==> src/rtl/cfg_pkg.sv <==
// Shared types and constants for the serial configuration loader.
package cfg_pkg;

    localparam int N_TILES   = 8;
    localparam int TILE_BITS = 33;
    localparam int N_SB      = 5;
    localparam int SB_BITS   = 16;
    localparam int ADDR_W    = 4;
    localparam int CRC_BITS  = 8;

    localparam logic [15:0]       SYNC_WORD = 16'hA5C3;
    localparam logic [7:0]        CRC_POLY  = 8'h07;
    localparam logic [ADDR_W-1:0] LT_BASE   = 4'd0;
    localparam logic [ADDR_W-1:0] SB_BASE   = 4'd8;

    typedef enum logic [2:0] {
        HUNT    = 3'd0,
        LOAD_LT = 3'd1,
        LOAD_SB = 3'd2,
        CHECK   = 3'd3,
        DONE    = 3'd4,
        ERROR   = 3'd5
    } state_t;

endpackage

==> src/rtl/cfg_loader_if.sv <==
// Bitstream input and frame-write output bundle of the configuration loader.
//
// Handshake: a bit on cfg_din is transferred in exactly those cycles where
// cfg_valid && cfg_ready are both high at the rising clock edge; the source
// may hold or drop cfg_valid freely, and a low cycle simply stalls the loader.
// frame_we is a one-cycle strobe qualifying frame_addr/frame_data; there is no
// back-pressure on the frame write side.
interface cfg_loader_if;
    import cfg_pkg::*;

    logic                  cfg_din;
    logic                  cfg_valid;
    logic                  cfg_clear;
    logic                  cfg_ready;
    logic [TILE_BITS-1:0]  frame_data;
    logic [ADDR_W-1:0]     frame_addr;
    logic                  frame_we;
    logic                  cfg_done;
    logic                  cfg_error;
    logic                  fabric_en;

    // Bitstream source side (drives bits, observes results).
    modport master (
        output cfg_din, cfg_valid, cfg_clear,
        input  cfg_ready, frame_data, frame_addr, frame_we,
               cfg_done, cfg_error, fabric_en
    );

    // Loader side.
    modport slave (
        input  cfg_din, cfg_valid, cfg_clear,
        output cfg_ready, frame_data, frame_addr, frame_we,
               cfg_done, cfg_error, fabric_en
    );

endinterface

==> src/rtl/cfg_crc8.sv <==
// Bit-serial CRC-8 (poly 0x07, init 0x00); clear has priority over enable.
module cfg_crc8
    import cfg_pkg::*;
(
    input  logic       clock,
    input  logic       clear,
    input  logic       en,
    input  logic       din,
    output logic [7:0] crc
);

    logic fb;
    assign fb = crc[7] ^ din;

    // Shift one payload bit through the LFSR when enabled.
    always_ff @(posedge clock) begin
        if (clear) begin
            crc <= 8'h00;
        end else if (en) begin
            crc <= {crc[6:0], 1'b0} ^ (fb ? CRC_POLY : 8'h00);
        end
    end

endmodule

==> src/rtl/cfg_loader.sv <==
// Serial configuration loader: sync hunt, tile/switch-box frame deserialise
// and write, trailing CRC check gating the fabric enable.
module cfg_loader
    import cfg_pkg::*;
(
    input  logic         clock,
    input  logic         reset,
    cfg_loader_if.slave  bus,
    output state_t       state_dbg
);

    state_t                state;
    logic [TILE_BITS-2:0]  shreg;
    logic [5:0]            bit_cnt;
    logic [ADDR_W-1:0]     idx;
    logic [7:0]            crc;

    logic                  ready_q;
    logic [TILE_BITS-1:0]  frame_data_q;
    logic [ADDR_W-1:0]     frame_addr_q;
    logic                  frame_we_q;
    logic                  done_q;
    logic                  error_q;

    logic                  accept;
    logic [TILE_BITS-1:0]  shifted;
    logic                  sync_hit;
    logic                  crc_en;

    assign accept   = bus.cfg_valid && ready_q;
    // Shift register content as it will be after taking the current bit.
    assign shifted  = {shreg, bus.cfg_din};
    assign sync_hit = accept && (state == HUNT) && (shifted[15:0] == SYNC_WORD);
    assign crc_en   = accept && ((state == LOAD_LT) || (state == LOAD_SB));

    cfg_crc8 u_crc (
        .clock (clock),
        .clear (reset || sync_hit),
        .en    (crc_en),
        .din   (bus.cfg_din),
        .crc   (crc)
    );

    // Loader FSM with registered outputs; completed words are written the
    // cycle after their last bit while the shifter already restarts empty.
    always_ff @(posedge clock) begin
        if (reset) begin
            state        <= HUNT;
            shreg        <= '0;
            bit_cnt      <= '0;
            idx          <= '0;
            ready_q      <= 1'b0;
            frame_data_q <= '0;
            frame_addr_q <= '0;
            frame_we_q   <= 1'b0;
            done_q       <= 1'b0;
            error_q      <= 1'b0;
        end else begin
            frame_we_q <= 1'b0;
            case (state)
                HUNT: begin
                    ready_q <= 1'b1;
                    if (accept) begin
                        if (sync_hit) begin
                            state   <= LOAD_LT;
                            shreg   <= '0;
                            bit_cnt <= '0;
                            idx     <= '0;
                        end else begin
                            shreg <= shifted[TILE_BITS-2:0];
                        end
                    end
                end
                LOAD_LT: begin
                    ready_q <= 1'b1;
                    if (accept) begin
                        if (bit_cnt == 6'(TILE_BITS - 1)) begin
                            frame_we_q   <= 1'b1;
                            frame_addr_q <= LT_BASE + idx;
                            frame_data_q <= shifted;
                            shreg        <= '0;
                            bit_cnt      <= '0;
                            if (idx == 4'(N_TILES - 1)) begin
                                idx   <= '0;
                                state <= LOAD_SB;
                            end else begin
                                idx <= idx + 4'd1;
                            end
                        end else begin
                            shreg   <= shifted[TILE_BITS-2:0];
                            bit_cnt <= bit_cnt + 6'd1;
                        end
                    end
                end
                LOAD_SB: begin
                    ready_q <= 1'b1;
                    if (accept) begin
                        if (bit_cnt == 6'(SB_BITS - 1)) begin
                            frame_we_q   <= 1'b1;
                            frame_addr_q <= SB_BASE + idx;
                            frame_data_q <= {{(TILE_BITS-SB_BITS){1'b0}}, shifted[SB_BITS-1:0]};
                            shreg        <= '0;
                            bit_cnt      <= '0;
                            if (idx == 4'(N_SB - 1)) begin
                                idx   <= '0;
                                state <= CHECK;
                            end else begin
                                idx <= idx + 4'd1;
                            end
                        end else begin
                            shreg   <= shifted[TILE_BITS-2:0];
                            bit_cnt <= bit_cnt + 6'd1;
                        end
                    end
                end
                CHECK: begin
                    ready_q <= 1'b1;
                    if (accept) begin
                        if (bit_cnt == 6'(CRC_BITS - 1)) begin
                            shreg   <= '0;
                            bit_cnt <= '0;
                            ready_q <= 1'b0;
                            if (shifted[7:0] == crc) begin
                                state  <= DONE;
                                done_q <= 1'b1;
                            end else begin
                                state   <= ERROR;
                                error_q <= 1'b1;
                            end
                        end else begin
                            shreg   <= shifted[TILE_BITS-2:0];
                            bit_cnt <= bit_cnt + 6'd1;
                        end
                    end
                end
                DONE, ERROR: begin
                    ready_q <= 1'b0;
                    if (bus.cfg_clear) begin
                        state   <= HUNT;
                        ready_q <= 1'b1;
                        done_q  <= 1'b0;
                        error_q <= 1'b0;
                    end
                end
                default: begin
                    state   <= HUNT;
                    ready_q <= 1'b0;
                end
            endcase
        end
    end

    assign bus.cfg_ready  = ready_q;
    assign bus.frame_data = frame_data_q;
    assign bus.frame_addr = frame_addr_q;
    assign bus.frame_we   = frame_we_q;
    assign bus.cfg_done   = done_q;
    assign bus.cfg_error  = error_q;
    assign bus.fabric_en  = done_q;
    assign state_dbg      = state;

endmodule

==> src/flat_wrapper.sv <==
// flat-port wrapper written by rule: the top's interface ports become plain ports
module cfg_loader_flat import cfg_pkg::*;
  (clock, reset, state_dbg, bus_cfg_din, bus_cfg_valid, bus_cfg_clear, bus_cfg_ready, bus_frame_data, bus_frame_addr, bus_frame_we, bus_cfg_done, bus_cfg_error, bus_fabric_en);
  cfg_loader_if bus_i ();
  input  logic clock;
  input  logic reset;
  output state_t state_dbg;
  input wire logic [$bits(bus_i.cfg_din)-1:0] bus_cfg_din;
  input wire logic [$bits(bus_i.cfg_valid)-1:0] bus_cfg_valid;
  input wire logic [$bits(bus_i.cfg_clear)-1:0] bus_cfg_clear;
  output wire logic [$bits(bus_i.cfg_ready)-1:0] bus_cfg_ready;
  output wire logic [$bits(bus_i.frame_data)-1:0] bus_frame_data;
  output wire logic [$bits(bus_i.frame_addr)-1:0] bus_frame_addr;
  output wire logic [$bits(bus_i.frame_we)-1:0] bus_frame_we;
  output wire logic [$bits(bus_i.cfg_done)-1:0] bus_cfg_done;
  output wire logic [$bits(bus_i.cfg_error)-1:0] bus_cfg_error;
  output wire logic [$bits(bus_i.fabric_en)-1:0] bus_fabric_en;
  assign bus_i.cfg_din = bus_cfg_din;
  assign bus_i.cfg_valid = bus_cfg_valid;
  assign bus_i.cfg_clear = bus_cfg_clear;
  assign bus_cfg_ready = bus_i.cfg_ready;
  assign bus_frame_data = bus_i.frame_data;
  assign bus_frame_addr = bus_i.frame_addr;
  assign bus_frame_we = bus_i.frame_we;
  assign bus_cfg_done = bus_i.cfg_done;
  assign bus_cfg_error = bus_i.cfg_error;
  assign bus_fabric_en = bus_i.fabric_en;
  cfg_loader u_core (.clock(clock), .reset(reset), .bus(bus_i), .state_dbg(state_dbg));
endmodule
==> config.mk <==
export PLATFORM = sky130hd
export DESIGN_NAME = cfg_loader_flat
export DESIGN_NICKNAME = d
export VERILOG_FILES = /design/src/rtl/cfg_pkg.sv /design/src/rtl/cfg_loader_if.sv /design/src/rtl/cfg_crc8.sv /design/src/rtl/cfg_loader.sv /design/src/flat_wrapper.sv
export SDC_FILE = /design/constraint.sdc
export NUM_CORES = 1
export LEC_CHECK = 0
export ABC_AREA = 1
export ABC_CLOCK_PERIOD_IN_PS = 2400
export CORE_ASPECT_RATIO = 1.4
export CORE_MARGIN = 3
export CORE_UTILIZATION = 35
export CTS_CLUSTER_DIAMETER = 50
export DETAILED_ROUTE_END_ITERATION = 10
export PLACE_DENSITY = 0.51
export SYNTH_ARGS = -nofsm -noshare
export SYNTH_HDL_FRONTEND = slang
export SYNTH_SLANG_ARGS = --single-unit
==> constraint.sdc <==
create_clock -name clock -period 2.4 [get_ports clock]
set_clock_uncertainty 0.2 [all_clocks]
set_input_delay 0.24 -clock clock [delete_from_list [all_inputs] [get_ports clock]]
set_output_delay 0.24 -clock clock [all_outputs]
set_load 0.01 [all_outputs]
Word level (Yosys, flattened, before mapping)
Index checks and enable logic that the tools add are counted.
{"block": "totals", "ff_bits": 94, "input_bits": 5, "word_cells": 130}
{"block": "op_classes", "n_addsub": 3, "eq_ne": 25, "n_mux": 69, "bitwise": 2, "n_reduce_logical": 20}
{"cell": "2-to-1 mux 32 bit", "n": 8}
{"cell": "2-to-1 mux 33 bit", "n": 4}
{"cell": "case mux 32 bit (4 select lines)", "n": 1}
{"cell": "case mux 33 bit (2 select lines)", "n": 1}
{"cell": "2-to-1 mux 4 bit", "n": 12}
{"cell": "2-to-1 mux 6 bit", "n": 8}
{"cell": "2-to-1 mux 3 bit", "n": 12}
{"cell": "case mux 6 bit (4 select lines)", "n": 1}
{"cell": "AND reduction 5 bit", "n": 4}
{"cell": "equality test 16 bit (second input constant)", "n": 1}
{"cell": "2-to-1 mux 1 bit", "n": 15}
{"cell": "case mux 3 bit (5 select lines)", "n": 1}
{"cell": "inequality test 2 x 1 -> 1 bit (second input constant)", "n": 7}
{"cell": "inequality test 2 bit (second input constant)", "n": 6}
{"cell": "case mux 4 bit (3 select lines)", "n": 1}
{"cell": "AND reduction 11 bit", "n": 1}
{"cell": "equality test 4 x 3 -> 1 bit (second input constant)", "n": 2}
{"cell": "equality test 8 bit", "n": 1}
{"cell": "case mux 4 bit (2 select lines)", "n": 1}
{"cell": "XOR 8 x 3 -> 8 bit", "n": 1}
{"cell": "AND reduction 7 bit", "n": 1}
{"cell": "adder 6 x 1 -> 6 bit (second input constant)", "n": 1}
{"cell": "equality test 3 x 2 -> 1 bit (second input constant)", "n": 2}
{"cell": "equality test 3 bit (second input constant)", "n": 2}
{"cell": "18 further kinds", "n": 25}

Longest topological paths before layout
Gate-level depths: netlist of the first run.
{"block": "depth", "depth_word": 6, "depth_mapped": 12, "ltp_nobuf": 11}

Cells and area by module
Synthesis of the first run repeated with hierarchy kept, for this count alone.
{"block": "unflattened", "cells_unflattened": 640, "area_unflattened_um2": 4405.5}
{"module": "cfg_loader", "n_inst": 1, "cells_per_inst": 591, "area_each_um2": 4048.9}
{"module": "cfg_crc8", "n_inst": 1, "cells_per_inst": 49, "area_each_um2": 356.6}

Worst setup path before layout of the first run
OpenSTA, ideal clock, no wires.
{"block": "synth_path", "path_type": "register to register", "start": "reg u_core.bit_cnt[0]", "end": "reg u_core.frame_data_q[2], in the netlist u_core.bus.frame_data[2]", "setup_ps": 116, "arrival_time_ps": 1534, "t_required_ps": 2084, "path_slack_ps": 550, "path_stages_with_launch": 13, "n_path_buf": 2, "period_less_slack_ps": 1850, "cell_sequence": "dfxtp_1 > ha_1 > nand2_1 > nor2_1 > nand2_1 > nand2_1 > nand2_2 > nor2_4 > inv_2 > buf_6 > buf_6 > nor2_1 > nor2_1"}
{"block": "synth_via", "elab_chain_cells": 3}
{"item": "from (decl)", "line_no": "cfg_loader.sv:14", "rtl": "logic [5:0] bit_cnt;"}
{"item": "from (signal assigned)", "line_no": "cfg_loader.sv:91", "rtl": "bit_cnt <= bit_cnt + 6'd1;"}
{"item": "from (signal assigned)", "line_no": "cfg_loader.sv:112", "rtl": "bit_cnt <= bit_cnt + 6'd1;"}
{"item": "from (signal assigned)", "line_no": "cfg_loader.sv:132", "rtl": "bit_cnt <= bit_cnt + 6'd1;"}
{"item": "equality test 6 bit / equality test 6 x 4 -> 1 bit (equally long branches)", "line_no": "cfg_loader.sv:77, cfg_loader.sv:98"}
{"item": "inequality test 2 bit (no source line)"}
{"item": "AND reduction 5 bit (no source line) *"}
{"item": "to (signal assigned)", "line_no": "cfg_loader.sv:80", "rtl": "frame_data_q <= shifted;"}
{"item": "to (signal assigned)", "line_no": "cfg_loader.sv:101", "rtl": "frame_data_q <= {{(TILE_BITS-SB_BITS){1'b0}}, shifted[SB_BITS-1:0]};"}
{"item": "to (decl)", "line_no": "cfg_loader.sv:19", "rtl": "logic [TILE_BITS-1:0] frame_data_q;"}
Mark *: on every way between the ends. The rest lies on a longest branch, timed or not.
A chain may end at the register's enable or synchronous reset.

Final worst setup path of the first run
{"block": "layout_path", "start": "reg u_core.state[2], in the netlist u_core.state_dbg[2]", "end": "reg u_core.frame_data_q[9], in the netlist u_core.bus.frame_data[9]"}
{"block": "layout_via", "elab_chain_cells": 3}
{"item": "from (decl)", "line_no": "cfg_loader.sv:12", "rtl": "state_t state;"}
{"item": "from (signal assigned)", "line_no": "cfg_loader.sv:48", "rtl": "state <= HUNT;"}
{"item": "from (signal assigned)", "line_no": "cfg_loader.sv:65", "rtl": "state <= LOAD_LT;"}
{"item": "from (signal assigned)", "line_no": "cfg_loader.sv:85", "rtl": "state <= LOAD_SB;"}
{"item": "equality test 3 x 1 -> 1 bit / equality test 3 x 2 -> 1 bit (equally long branches)", "line_no": "cfg_loader.sv:60", "rtl": "case (state)"}
{"item": "inequality test 2 x 1 -> 1 bit (no source line) (tied with other cells)"}
{"item": "AND reduction 5 bit (no source line)"}
Several ways; a longest one is shown, not always the timed one.

==> results of run 1 <==
## path summary, 6_finish.rpt
path | startpoint | cells past startpoint | end | slack [ns]
worst max-delay path | u_core.state_dbg[2] | 10 | u_core.bus.frame_data[9] | 0.24
worst min-delay path | reset | 5 | u_core.idx[1] | 0.24
worst max register to register | u_core.state_dbg[2] | 10 | u_core.bus.frame_data[9] | 0.24
worst min register to register | u_core.shreg[31] | 2 | u_core.shreg[31] | 0.28
## routing by layer
layer / up-vias / share of wire [%] / wire (microns)
met4: 0 / 1.0 / 111
met5: - / 0 / 0
met1: 1799 / 45 / 4810
li1: 2016 / - / -
met2: 51 / 51 / 5510
met3: 6 / 2.8 / 303
## cell type report
cell class,count,area (sq um),area share [%]
multi-input cells,447,2040,40.0
flip-flops and latches,94,1880,36.9
repair buffers,60,568,11.1
clock buffers,10,239,4.69
well taps,144,180,3.54
inverters,37,141,2.77
clock inverters,6,47.5,0.933
## worst max-delay path, stage by stage, from the launching register on
cell and delay (ns):
dfxtp_1 0.37, inv_2 0.16, nand2_2 0.08, inv_2 0.10, nand2_4 0.15, nand2_2 0.15, nand2_2 0.08, nor2_4 0.16
buf_4 0.37, o21ai_0 0.13, a21oi_1 0.14
## cells in the final DEF (no fill, tap or decap), types with 2 or more instances in the layout
cell and instances:
clkdlybuf4s50_1 48, inv_1 33, nand2_1 168, o21bai_1 2
nor2_4 2, nor3_1 19, xor2_1 5, nand3_2 2
ha_1 4, a21oi_1 74, nand2_2 7, nand4_1 4
o21ai_0 27, inv_2 3, clkbuf_16 9, nand3_1 20
buf_4 11, xnor2_1 6, dfxtp_1 94, clkinv_4 4
nor2_2 3, nor2_1 98
## metrics by stage
step	cells	hold slack (ns)	utilization [%]
6_report	798	0.242	44.1
5_1_grt	798	0.265	44.1
4_1_cts	798	0.233	44.0
3_5_place_dp	782	0.263	41.6
3_3_place_gp	782	0.261	41.6
2_1_floorplan	607	0.189	-
## power groups by stage
stage               clock network, mW  logic, mW  registers, mW
finish                           1.35     0.0931           1.57
global route                     1.48      0.103           1.56
CTS                              1.41     0.0944           1.57
detailed placement                  0     0.0942           1.60
global placement                    0     0.0933           1.60
floorplan                           0     0.0627           1.60
## state kept, by name, indices dropped and copies added, names as in the netlist
name / cells
u_core.bus.cfg_ready: 1
u_core.bus.frame_addr: 4
u_core.bus.frame_we: 1
u_core.idx: 4
u_core.bus.cfg_error: 1
u_core.bus.frame_data: 33
u_core.shreg: 32
u_core.u_crc.crc: 8
u_core.bit_cnt: 6
u_core.bus.cfg_done: 1
u_core.state_dbg: 3
## kinds of logic (layout without fill, tap and decap cells)
family,after synthesis,count (layout),synth area share (%)
buf+inv,66,113,7.12
fa+ha+maj,4,4,1.19
flops,94,94,44.6
xor+xnor,11,11,2.28
compound gates,106,106,12.9
simple gates,326,326,32.0
==> implementation parameters, run 1 <==
Parameter                              Value

Outcome
  Run status ... complete, no violations

Timing
  Worst-margin pin slew ... 0.561 ns
  Relative slew margins ... 62.6%
  Hold Vio Cnt, Final ... 0
  Final-layout setup total negative slack ... 0 ns
  Setup-violating endpoint count in the final report ... 0
  Final count of pins violating max slew ... 0
  RSZ-0062 raised after global routing ... no
  Post-route worst setup slack ... 0.237 ns
  Peak clock frequency supported by timing ... 0.462 GHz
  Shortest clock period the worst path allows after layout ... 2.16 ns
  Final Cycle Share ... 90.1%

Clock network
  TritonCTS buffer count ... 9
  Hold buffer count at CTS ... 0
  Number of buffers between clock root and the deepest sink ... 2
  CTS root buf ... clkbuf_16
  CTS sink cnt ... 94
  Level count of the clock H-tree ... 3
  Clock edge transition at the registers on the reported setup and hold paths ... 0.07 ns
  Source-to-sink clock delay at the later pin of the worst-skew pair ... 0.34 ns
  Postcts setup bufs ... 0
  TritonCTS clock tree ... yes
  CTS resizes ... 0

Yosys
  #FFs+latches synth ... 94
  Dominant cells by area after synthesis ... dfxtp_1 45%, nand2_1 15%, a21oi_1 8.8%
  Most instantiated cells after synthesis ... 168 x nand2_1, 98 x nor2_1, 94 x dfxtp_1, 74 x a21oi_1, 33 x inv_1
  Largest area contributor in the synthesized netlist ... dfxtp_1
  Most frequent cell after synthesis ... nand2_1
  Async set-reset flop share out of synthesis ... 0%
  Warning count from the yosys run ... 0
  Number of library cell types mapped by synthesis ... 29
  Gate count after technology mapping ... 607
  Fraction of the yosys area taken by sequential cells ... 44.6%
  Area share of the largest cell type after synthesis ... 44.6%
  Post-synthesis net count ... 616
  Netlist area before placement ... 4220 sq um
  Syn Area/Cell ... 6.95 sq um
  EDFF count, synth ... 0
  Main flop type after synthesis ... dfxtp_1

Floorplanning
  Initial cell density of the core ... 36.5%
  Chip Height ... 136 microns
  I/O pin cnt ... 50
  Floorplan core area ... 11,600 sq um
  Cell Rows ... 46
  Die Span X ... 98.8 microns
  Die Area ... 13,400 sq um

Finish
  Area added between synthesis and finish ... 20.8%
  N_diodes ... 0
  Fill count ... 1,222
  Layout cells sized above 1 ... 7.34%
  Final net count ... 658
  Final std cell area, no fill ... 5100 sq um

Setup path
  Type of element launching the critical path ... flop
  Worst setup path category ... reg -> reg
  Arr. time, crit path ... 2.24 ns
  Endpoint kind of the worst setup timing path ... flop
  Required time at the endpoint of the critical path ... 2.47 ns
  Maximum net fanout on the critical path ... 36

Drt
  Detailed-router iteration count before antenna repair ... 4
  Number of remaining DRC errors ... 0
  Detail Route Antenna Nets ... 0
  Per-cell routed wire length ... 13.5 microns
  Final routed wirelength across all metal layers ... 10,700 microns
  1st-iter DRT viols ... 214
  Number of vias after detailed routing ... 3,872
  Vias per Instance ... 4.85

Place
  Dpl ws ... 0.133 ns
  Total placed instance area ... 4810 sq um
  RePlAce Congestion ... 0.822
  Half-perimeter wire length after placement ... 7300 microns
  Number of buffers inserted by port buffering ... 49

Pwr
  Switching pwr ... 0.690 mW
  Max VDD drop ... 0.344 mV
  Int Power ... 2.32 mW
  Sequential Power Share ... 52.0%
  Total power of the final layout ... 3.01 mW
  Clock power frac ... 45.0%
  Pwr Density ... 591 nW/um^2
  Gate power share ... 3.1%
  Sw Share ... 22.9%
  Static leakage ... 1.97 nW

GRT
  First-pass GRT wire length ... 17,700 microns
  GR met3 Demand/Resource ... 3.18%
  Overall routing resource usage ... 16.2%
  Gr busiest metal ... met2
  Antenna violations before repair ... 0
  Number of global-route vias before repair ... 3,695
  GR Layer Usage met2 ... 28.4%
  Grt met1 use ... 20.0%
  Largest net degree at the start of global routing ... 54
  GR Overflow Total ... 0

Run
  Max-cap violations ... 0

Min path
  Path class of the lowest-slack min-delay path ... in -> reg
No activity file was read; power rests on OpenSTA's default activity.
==> inputs of run 2 (changes only) <==
--- a/config.mk
+++ b/config.mk
@@ -7,12 +7,15 @@
 export LEC_CHECK = 0
 export ABC_AREA = 1
 export ABC_CLOCK_PERIOD_IN_PS = 2400
+export CAP_MARGIN = 20
 export CORE_ASPECT_RATIO = 1.4
 export CORE_MARGIN = 3
 export CORE_UTILIZATION = 35
 export CTS_CLUSTER_DIAMETER = 50
 export DETAILED_ROUTE_END_ITERATION = 10
+export HOLD_SLACK_MARGIN = 0.02
 export PLACE_DENSITY = 0.51
+export SETUP_SLACK_MARGIN = 0.02
 export SYNTH_ARGS = -nofsm -noshare
 export SYNTH_HDL_FRONTEND = slang
 export SYNTH_SLANG_ARGS = --single-unit
==> results of run 2 <==
Final layout, timing and power as in run 1 (identical DEF).
==> inputs of run 3 (changes only) <==
==> constraint.sdc (replaced) <==
create_clock -name clock -period 2.4 [get_ports clock]
set_clock_uncertainty 0.2 [all_clocks]
set_input_delay 0.24 -clock clock [delete_from_list [all_inputs] [get_ports clock]]
set_output_delay 0.24 -clock clock [all_outputs]
set_load 0.005 [all_outputs]
==> results of run 3 <==
The final DEF is identical to that of run 1. Status: complete, no violations.
